### src/rtl/serial_bcd_correct_pkg.sv
// Shared constants and types for the bit-serial BCD correction stage.
package serial_bcd_correct_pkg;

  localparam int DIGIT_BITS = 4;
  localparam logic [DIGIT_BITS-1:0] BCD_ADD_CORR = 4'd6;
  localparam logic [DIGIT_BITS-1:0] BCD_SUB_CORR = 4'd10;

  // One assembled digit as it leaves the serial adder: binary carry plus nibble.
  typedef struct packed {
    logic                  co3;
    logic [DIGIT_BITS-1:0] acc;
  } raw_digit_t;

  // Width of a counter that must hold 0..value-1 (at least one bit).
  function automatic int clog2(input int value);
    int w;
    w = 1;
    for (int i = 1; i < 31; i++) begin
      if ((1 << i) < value) w = i + 1;
    end
    return w;
  endfunction

endpackage

### src/rtl/serial_bcd_correct_if.sv
// Serial datapath link between the arithmetic unit (master) and the
// decimal-correction stage (slave).
interface serial_bcd_correct_if;

  logic sync;
  logic ws;
  logic sub;
  logic fa_sum;
  logic fa_co;
  logic fa_ci;
  logic add_en;
  logic res_bit;
  logic carry;

  modport master (
    output sync, ws, sub, fa_sum, fa_co,
    input  fa_ci, add_en, res_bit, carry
  );

  modport slave (
    input  sync, ws, sub, fa_sum, fa_co,
    output fa_ci, add_en, res_bit, carry
  );

endinterface

### src/rtl/serial_bcd_correct_digit.sv
// Combinational BCD correction of one assembled digit.
// Add: binary sums above 9 get +6 and raise the decimal carry.
// Sub: a missing binary carry means borrow, fixed with +10 (mod 16).
// Out of window the nibble passes through untouched.
module bcd_digit_correct
  import serial_bcd_correct_pkg::*;
(
  input  raw_digit_t            raw,
  input  logic                  sub,
  input  logic                  win,
  output logic [DIGIT_BITS-1:0] dig,
  output logic                  dc
);

  logic [DIGIT_BITS:0] s;

  assign s = {raw.co3, raw.acc};

  // Select corrected digit and decimal carry/no-borrow.
  always_comb begin
    dig = raw.acc;
    dc  = 1'b0;
    if (win) begin
      if (sub) begin
        if (raw.co3) dc = 1'b1;
        else         dig = raw.acc + BCD_SUB_CORR;
      end else if (s > 5'd9) begin
        dig = raw.acc + BCD_ADD_CORR;
        dc  = 1'b1;
      end
    end
  end

endmodule

### src/rtl/serial_bcd_correct.sv
// Decimal-correction and carry sequencing behind the serial full adder.
// Assembles each digit LSB first, corrects it at the digit's last bit and
// replays it on res_bit during the following four clocks.
module serial_bcd_correct
  import serial_bcd_correct_pkg::*;
#(
  parameter int Digits = 14
)
(
  input  logic             clk,
  input  logic             rst,
  serial_bcd_correct_if.slave bus
);

  localparam int WordBits = DIGIT_BITS * Digits;
  localparam int CntW     = clog2(WordBits);
  localparam logic [CntW-1:0] LastBit = CntW'(WordBits - 1);

  logic [CntW-1:0]       bcnt;
  logic [1:0]            dpos;
  // Only the first three sum bits are stored; the fourth is taken live.
  logic [2:0]            acc;
  logic [DIGIT_BITS-1:0] out_sr;
  logic                  c_bin;
  logic                  c_dec;
  logic                  win_d;
  logic                  carry_q;
  logic                  resync;
  raw_digit_t            raw;
  logic [DIGIT_BITS-1:0] dig;
  logic                  dc;

  assign dpos = bcnt[1:0];

  // A sync that does not land on a digit boundary abandons the partial digit.
  assign resync = bus.sync && (dpos != 2'd3);

  assign bus.add_en  = (dpos == 2'd0) ? bus.ws : win_d;
  assign bus.res_bit = out_sr[0];
  assign bus.carry   = carry_q;

  assign raw.co3 = bus.fa_co;
  assign raw.acc = {bus.fa_sum, acc};

  bcd_digit_correct u_corr (
    .raw (raw),
    .sub (bus.sub),
    .win (win_d),
    .dig (dig),
    .dc  (dc)
  );

  // Adder carry-in: window start seeds with sub, later digits chain the decimal carry.
  always_comb begin
    bus.fa_ci = c_bin;
    if (dpos == 2'd0) begin
      if (!bus.add_en) bus.fa_ci = 1'b0;
      else if (!win_d) bus.fa_ci = bus.sub;
      else             bus.fa_ci = c_dec;
    end
  end

  // Bit position within the word, realigned by sync.
  always_ff @(posedge clk or posedge rst) begin
    if (rst)                              bcnt <= '0;
    else if (bus.sync || bcnt == LastBit) bcnt <= '0;
    else                                  bcnt <= bcnt + 1'b1;
  end

  // Digit assembly, correction load, output shifting and carry flags.
  always_ff @(posedge clk or posedge rst) begin
    if (rst) begin
      acc     <= '0;
      out_sr  <= '0;
      c_bin   <= 1'b0;
      c_dec   <= 1'b0;
      win_d   <= 1'b0;
      carry_q <= 1'b0;
    end else begin
      c_bin <= resync ? 1'b0 : bus.fa_co;
      if (resync) begin
        acc   <= '0;
        win_d <= 1'b0;
      end else begin
        acc <= {bus.fa_sum, acc[2:1]};
        if (dpos == 2'd0) win_d <= bus.ws;
      end
      if (dpos == 2'd3) begin
        out_sr <= dig;
        c_dec  <= dc;
        if (win_d) carry_q <= dc;
      end else begin
        out_sr <= {1'b0, out_sr[DIGIT_BITS-1:1]};
      end
    end
  end

endmodule

### src/flat_wrapper.sv
// flat-port wrapper written by rule: the top's interface ports become plain ports
module serial_bcd_correct_flat import serial_bcd_correct_pkg::*;
#(
  parameter int Digits = 14
)
  (clk, rst, bus_sync, bus_ws, bus_sub, bus_fa_sum, bus_fa_co, bus_fa_ci, bus_add_en, bus_res_bit, bus_carry);
  serial_bcd_correct_if bus_i ();
  input  logic clk;
  input  logic rst;
  input wire logic [$bits(bus_i.sync)-1:0] bus_sync;
  input wire logic [$bits(bus_i.ws)-1:0] bus_ws;
  input wire logic [$bits(bus_i.sub)-1:0] bus_sub;
  input wire logic [$bits(bus_i.fa_sum)-1:0] bus_fa_sum;
  input wire logic [$bits(bus_i.fa_co)-1:0] bus_fa_co;
  output wire logic [$bits(bus_i.fa_ci)-1:0] bus_fa_ci;
  output wire logic [$bits(bus_i.add_en)-1:0] bus_add_en;
  output wire logic [$bits(bus_i.res_bit)-1:0] bus_res_bit;
  output wire logic [$bits(bus_i.carry)-1:0] bus_carry;
  assign bus_i.sync = bus_sync;
  assign bus_i.ws = bus_ws;
  assign bus_i.sub = bus_sub;
  assign bus_i.fa_sum = bus_fa_sum;
  assign bus_i.fa_co = bus_fa_co;
  assign bus_fa_ci = bus_i.fa_ci;
  assign bus_add_en = bus_i.add_en;
  assign bus_res_bit = bus_i.res_bit;
  assign bus_carry = bus_i.carry;
  serial_bcd_correct #(.Digits(Digits)) u_core (.clk(clk), .rst(rst), .bus(bus_i));
endmodule
### config.mk
export PLATFORM = sky130hd
export DESIGN_NAME = serial_bcd_correct_flat
export DESIGN_NICKNAME = d
export VERILOG_FILES = /design/src/rtl/serial_bcd_correct_pkg.sv /design/src/rtl/serial_bcd_correct_if.sv /design/src/rtl/serial_bcd_correct_digit.sv /design/src/rtl/serial_bcd_correct.sv /design/src/flat_wrapper.sv
export SDC_FILE = /design/constraint.sdc
export NUM_CORES = 1
export LEC_CHECK = 0
export ABC_AREA = 1
export ABC_CLOCK_PERIOD_IN_PS = 1700
export BUFFER_PORTS_ARGS = -buffer_cell sky130_fd_sc_hd__buf_2
export CAP_MARGIN = 20
export CORE_MARGIN = 2
export CORE_UTILIZATION = 56
export DETAILED_ROUTE_END_ITERATION = 6
export PLACE_DENSITY = 0.88
export SLEW_MARGIN = 20
export SYNTH_ARGS = -nofsm -noshare
export SYNTH_HDL_FRONTEND = slang
export SYNTH_HIERARCHICAL = 1
export SYNTH_SLANG_ARGS = --single-unit
### constraint.sdc
create_clock -name clk -period 1.7 [get_ports clk]
set_input_delay 0.17 -clock clk [delete_from_list [all_inputs] [get_ports clk]]
set_output_delay 0.17 -clock clk [all_outputs]
set_load 0.005 [all_outputs]
==> qor.yml <==
run_status:
  status: "complete, no violations"
clock_network:
  cts_max_path_buffers: 2
  clock_tree.root_cell: "clkbuf_4"
  insertion_delay_ns: 0.28
  clk_pin_slew_ns: 0.09
  tritoncts: "yes"
  cts.sinks: 17
  cts_inserted_buffers: 3
  htree_num_levels: 1
floorplan:
  ios: 11
  die_area_um2: 2130
  fp.dieW_um: 46.2
  core_um2: 1710
  rows: 15
  die_h_um: 46.2
  initial_core_util_pct: 58.4
worst_setup_path:
  cp-end-kind: "flip-flop"
  cp_cell_sequence: "inv_2 -> ha_2 -> inv_1 -> a21oi_1 -> nand2_1 -> nand3_2 -> nand2_2 -> nand3_1 -> nand2_1 -> mux2_2"
  worst-path-buf-inv: 2
  worstSetupPathType: "reg2reg"
  cp_max_fo: 4
  crit_required_ns: 1.87
  worstSetupPathDepth: 10
  ff2ff_path_depth: 10
  regToRegSetupSlack_ns: 0.1
  cp_slowest_stage_delay_ns: 0.41
  crit_family: "flip-flops"
  crit_path_top_delay_cell: "dfrtp_1"
  start_kind: "flip-flop"
  crit_arrival_ns: 1.77
  cpMostUsedCell: "nand2_1"
layout:
  drive_above_1_share_pct: 25.5
  seq_area_um2: 428
  nets: 155
  multi_input_comb_area_um2: 469
  nFillCells: 138
  antenna_cells: 0
  area_growth_pct: 14.9
grt:
  grtUsageTotal_pct: 19.5
  grt_max_degree: 18
  antenna_found_initial: 0
  grt_overflow_total: 0
  grt_pass1_wl_mm: 2.96
  first_global_vias: 750
power_and_ir_drop:
  peakVddDrop_v: 0.000508
  leakage_nw: 0.621
  p_total_w: 0.000839
  pwr_density_cell_nw_per_um2: 732
sta:
  setup_slack_ns: 0.0988
  period_needed_ns: 1.60
  fin_hold_ws_ns: 0.148
  timing.fmax_mhz: 625
  hold_viol: 0
  finalSetupViolCount: 0
  fin_skew_ns: 0.00231
  tightest_slew_ns: 0.633
  slew_violations: 0
  fin_crit_sh_pct: 94.2
  relSlewSlack_pct: 57.8
synthesis:
  syn-instance-count: 124
  ys_seq_area_share_pct: 42.7
  synthesis.area_um2: 997
  ys_types: 20
  postSynthAreaPerCell_um2: 8.04
  yosysWarnings: 6
  syn-num-nets: 137
  ys_seq_elements: 17
route:
  wl_per_cell_um: 10.6
  wl_mm: 1.77
  first_pass_iters: 4
  dr.first_iter.drc_count: 15
  drc_errors: 0
  via_per_inst: 4.75
  ant_nets: 0
  vias: 789
place:
  dp_slack_ns: 0.0281
  dp_hpwl_mm: 1.38
  io_buffers: 10
  gp_routability_congestion: 0.841
min_path:
  hold_depth: 3
  hold_path_class: "in2reg"
job:
  drv_cap: 0
[metal layers]
metal  global-route usage, %  vias up  part of all wire, %
met4                    6.86        0                 0.68
li1                        -      412                    -
met3                    3.53        2                  1.9
met2                    34.7        9                   52
met1                    23.2      366                   45
met5                       0        -                    0
[cell type report]
cell class,count,area share (%)
multi-input combinational,78,40.9
timing repair buffer,15,7.86
sequential,17,37.3
inverter,27,8.84
tap,25,2.73
clock buffer,4,2.29
[path summary, 6_finish.rpt]
check | startpoint | endpoint
min in group asynchronous | rst | u_core/bcnt[5]$_DFF_PP0_
max in group asynchronous | rst | u_core/bcnt[1]$_DFF_PP0_
setup / recovery | u_core/acc[1]$_DFF_PP0_ | u_core/out_sr[1]$_DFF_PP0_
hold reg to reg | u_core/out_sr[2]$_DFF_PP0_ | u_core/out_sr[1]$_DFF_PP0_
setup reg to reg | u_core/acc[1]$_DFF_PP0_ | u_core/out_sr[1]$_DFF_PP0_
hold / removal | bus_fa_co | u_core/c_bin$_DFF_PP0_
[cells in the final DEF (no fill, tap or decap), drive strengths merged]
master and n:
a21oi 5, a31oi 1, buf 14, clkbuf 4
dfrtp 17, dlygate4sd3 1, ha 6, inv 27
mux2 3, nand2 23, nand3 8, nand4 2
nor2 20, o211ai 1, o21ai 5, o21bai 1
xnor2 1, xor2 2
[through the flow]
step	area, um2	utilization [%]	setup TNS [ns]	std cells
final	1150	67.1	0	166
after CTS	1100	64.6	0	163
after global placement	1070	62.5	0	158
after floorplan	997	-	0	124
after detailed placement	1070	62.5	0	158
after global routing	1150	67.1	-0.00406	166
[sequential cells by signal (all words and copies together) (netlist names)]
| name | count |
|---|---|
| u_core/out_sr | 4 |
| u_core/acc | 3 |
| u_core/c_bin | 1 |
| u_core/bcnt | 6 |
| u_core/c_dec | 1 |
| u_core/win_d | 1 |
| u_core/bus.carry | 1 |
[cell usage after synthesis]
master    instances  area, um2
xor2_1            2       17.5
nand3_2           3       30.0
ha_1              6       75.1
nand3_1           5       25.0
buf_6             1       11.3
dfrtp_1          17        425
nand4_1           2       12.5
nor2_1           18       67.6
nand2_1          20       75.1
a21oi_1           5       25.0
o21bai_2          1       11.3
xnor2_1           1       8.76
mux2_2            3       33.8
o211ai_1          1       7.51
nor2_2            2       12.5
buf_4             1       7.51
nand2_2           3       18.8
o21ai_0           5       25.0
a31oi_1           1       6.26
inv_1            27        101
[logic make-up (layout without fill, tap and decap cells)]
logic type | count (synthesis) | after routing | share of synthesized area (%)
buf+inv | 29 | 46 | 12.0
mux | 3 | 3 | 3.39
xor+xnor | 3 | 3 | 2.64
simple gates | 53 | 53 | 24.2
flops | 17 | 17 | 42.7
compound gates | 13 | 13 | 7.53
fa+ha+maj | 6 | 6 | 7.53
[worst register-to-register path: cells and delay by family (launching register included)]
family | cells | cell delay, ns
fa+ha+maj | 1 | 0.19
flops | 1 | 0.41
simple gates | 5 | 0.39
buf+inv | 2 | 0.13
compound gates | 1 | 0.11
mux | 1 | 0.25
[power breakdown]
| group | internal (W) | switching (W) | leakage, nW |
|---|---|---|---|
| Combinational | 0.0000786 | 0.000100 | 0.382 |
| Sequential | 0.000437 | 0.0000243 | 0.224 |
| Clock | 0.0000909 | 0.000108 | 0.0150 |
| Total | 0.000607 | 0.000233 | 0.621 |
[what timing repair did]
| action | 4_1_cts | 5_1_grt |
|---|---|---|
| hold endpoints to repair | 17 | 0 |
| setup buffers | 0 | 3 |
| hold buffers | 1 | 0 |
| setup endpoints to repair | 0 | 4 |
| gates resized for setup | 0 | 10 |
No activity file was read; power rests on OpenSTA's default activity.
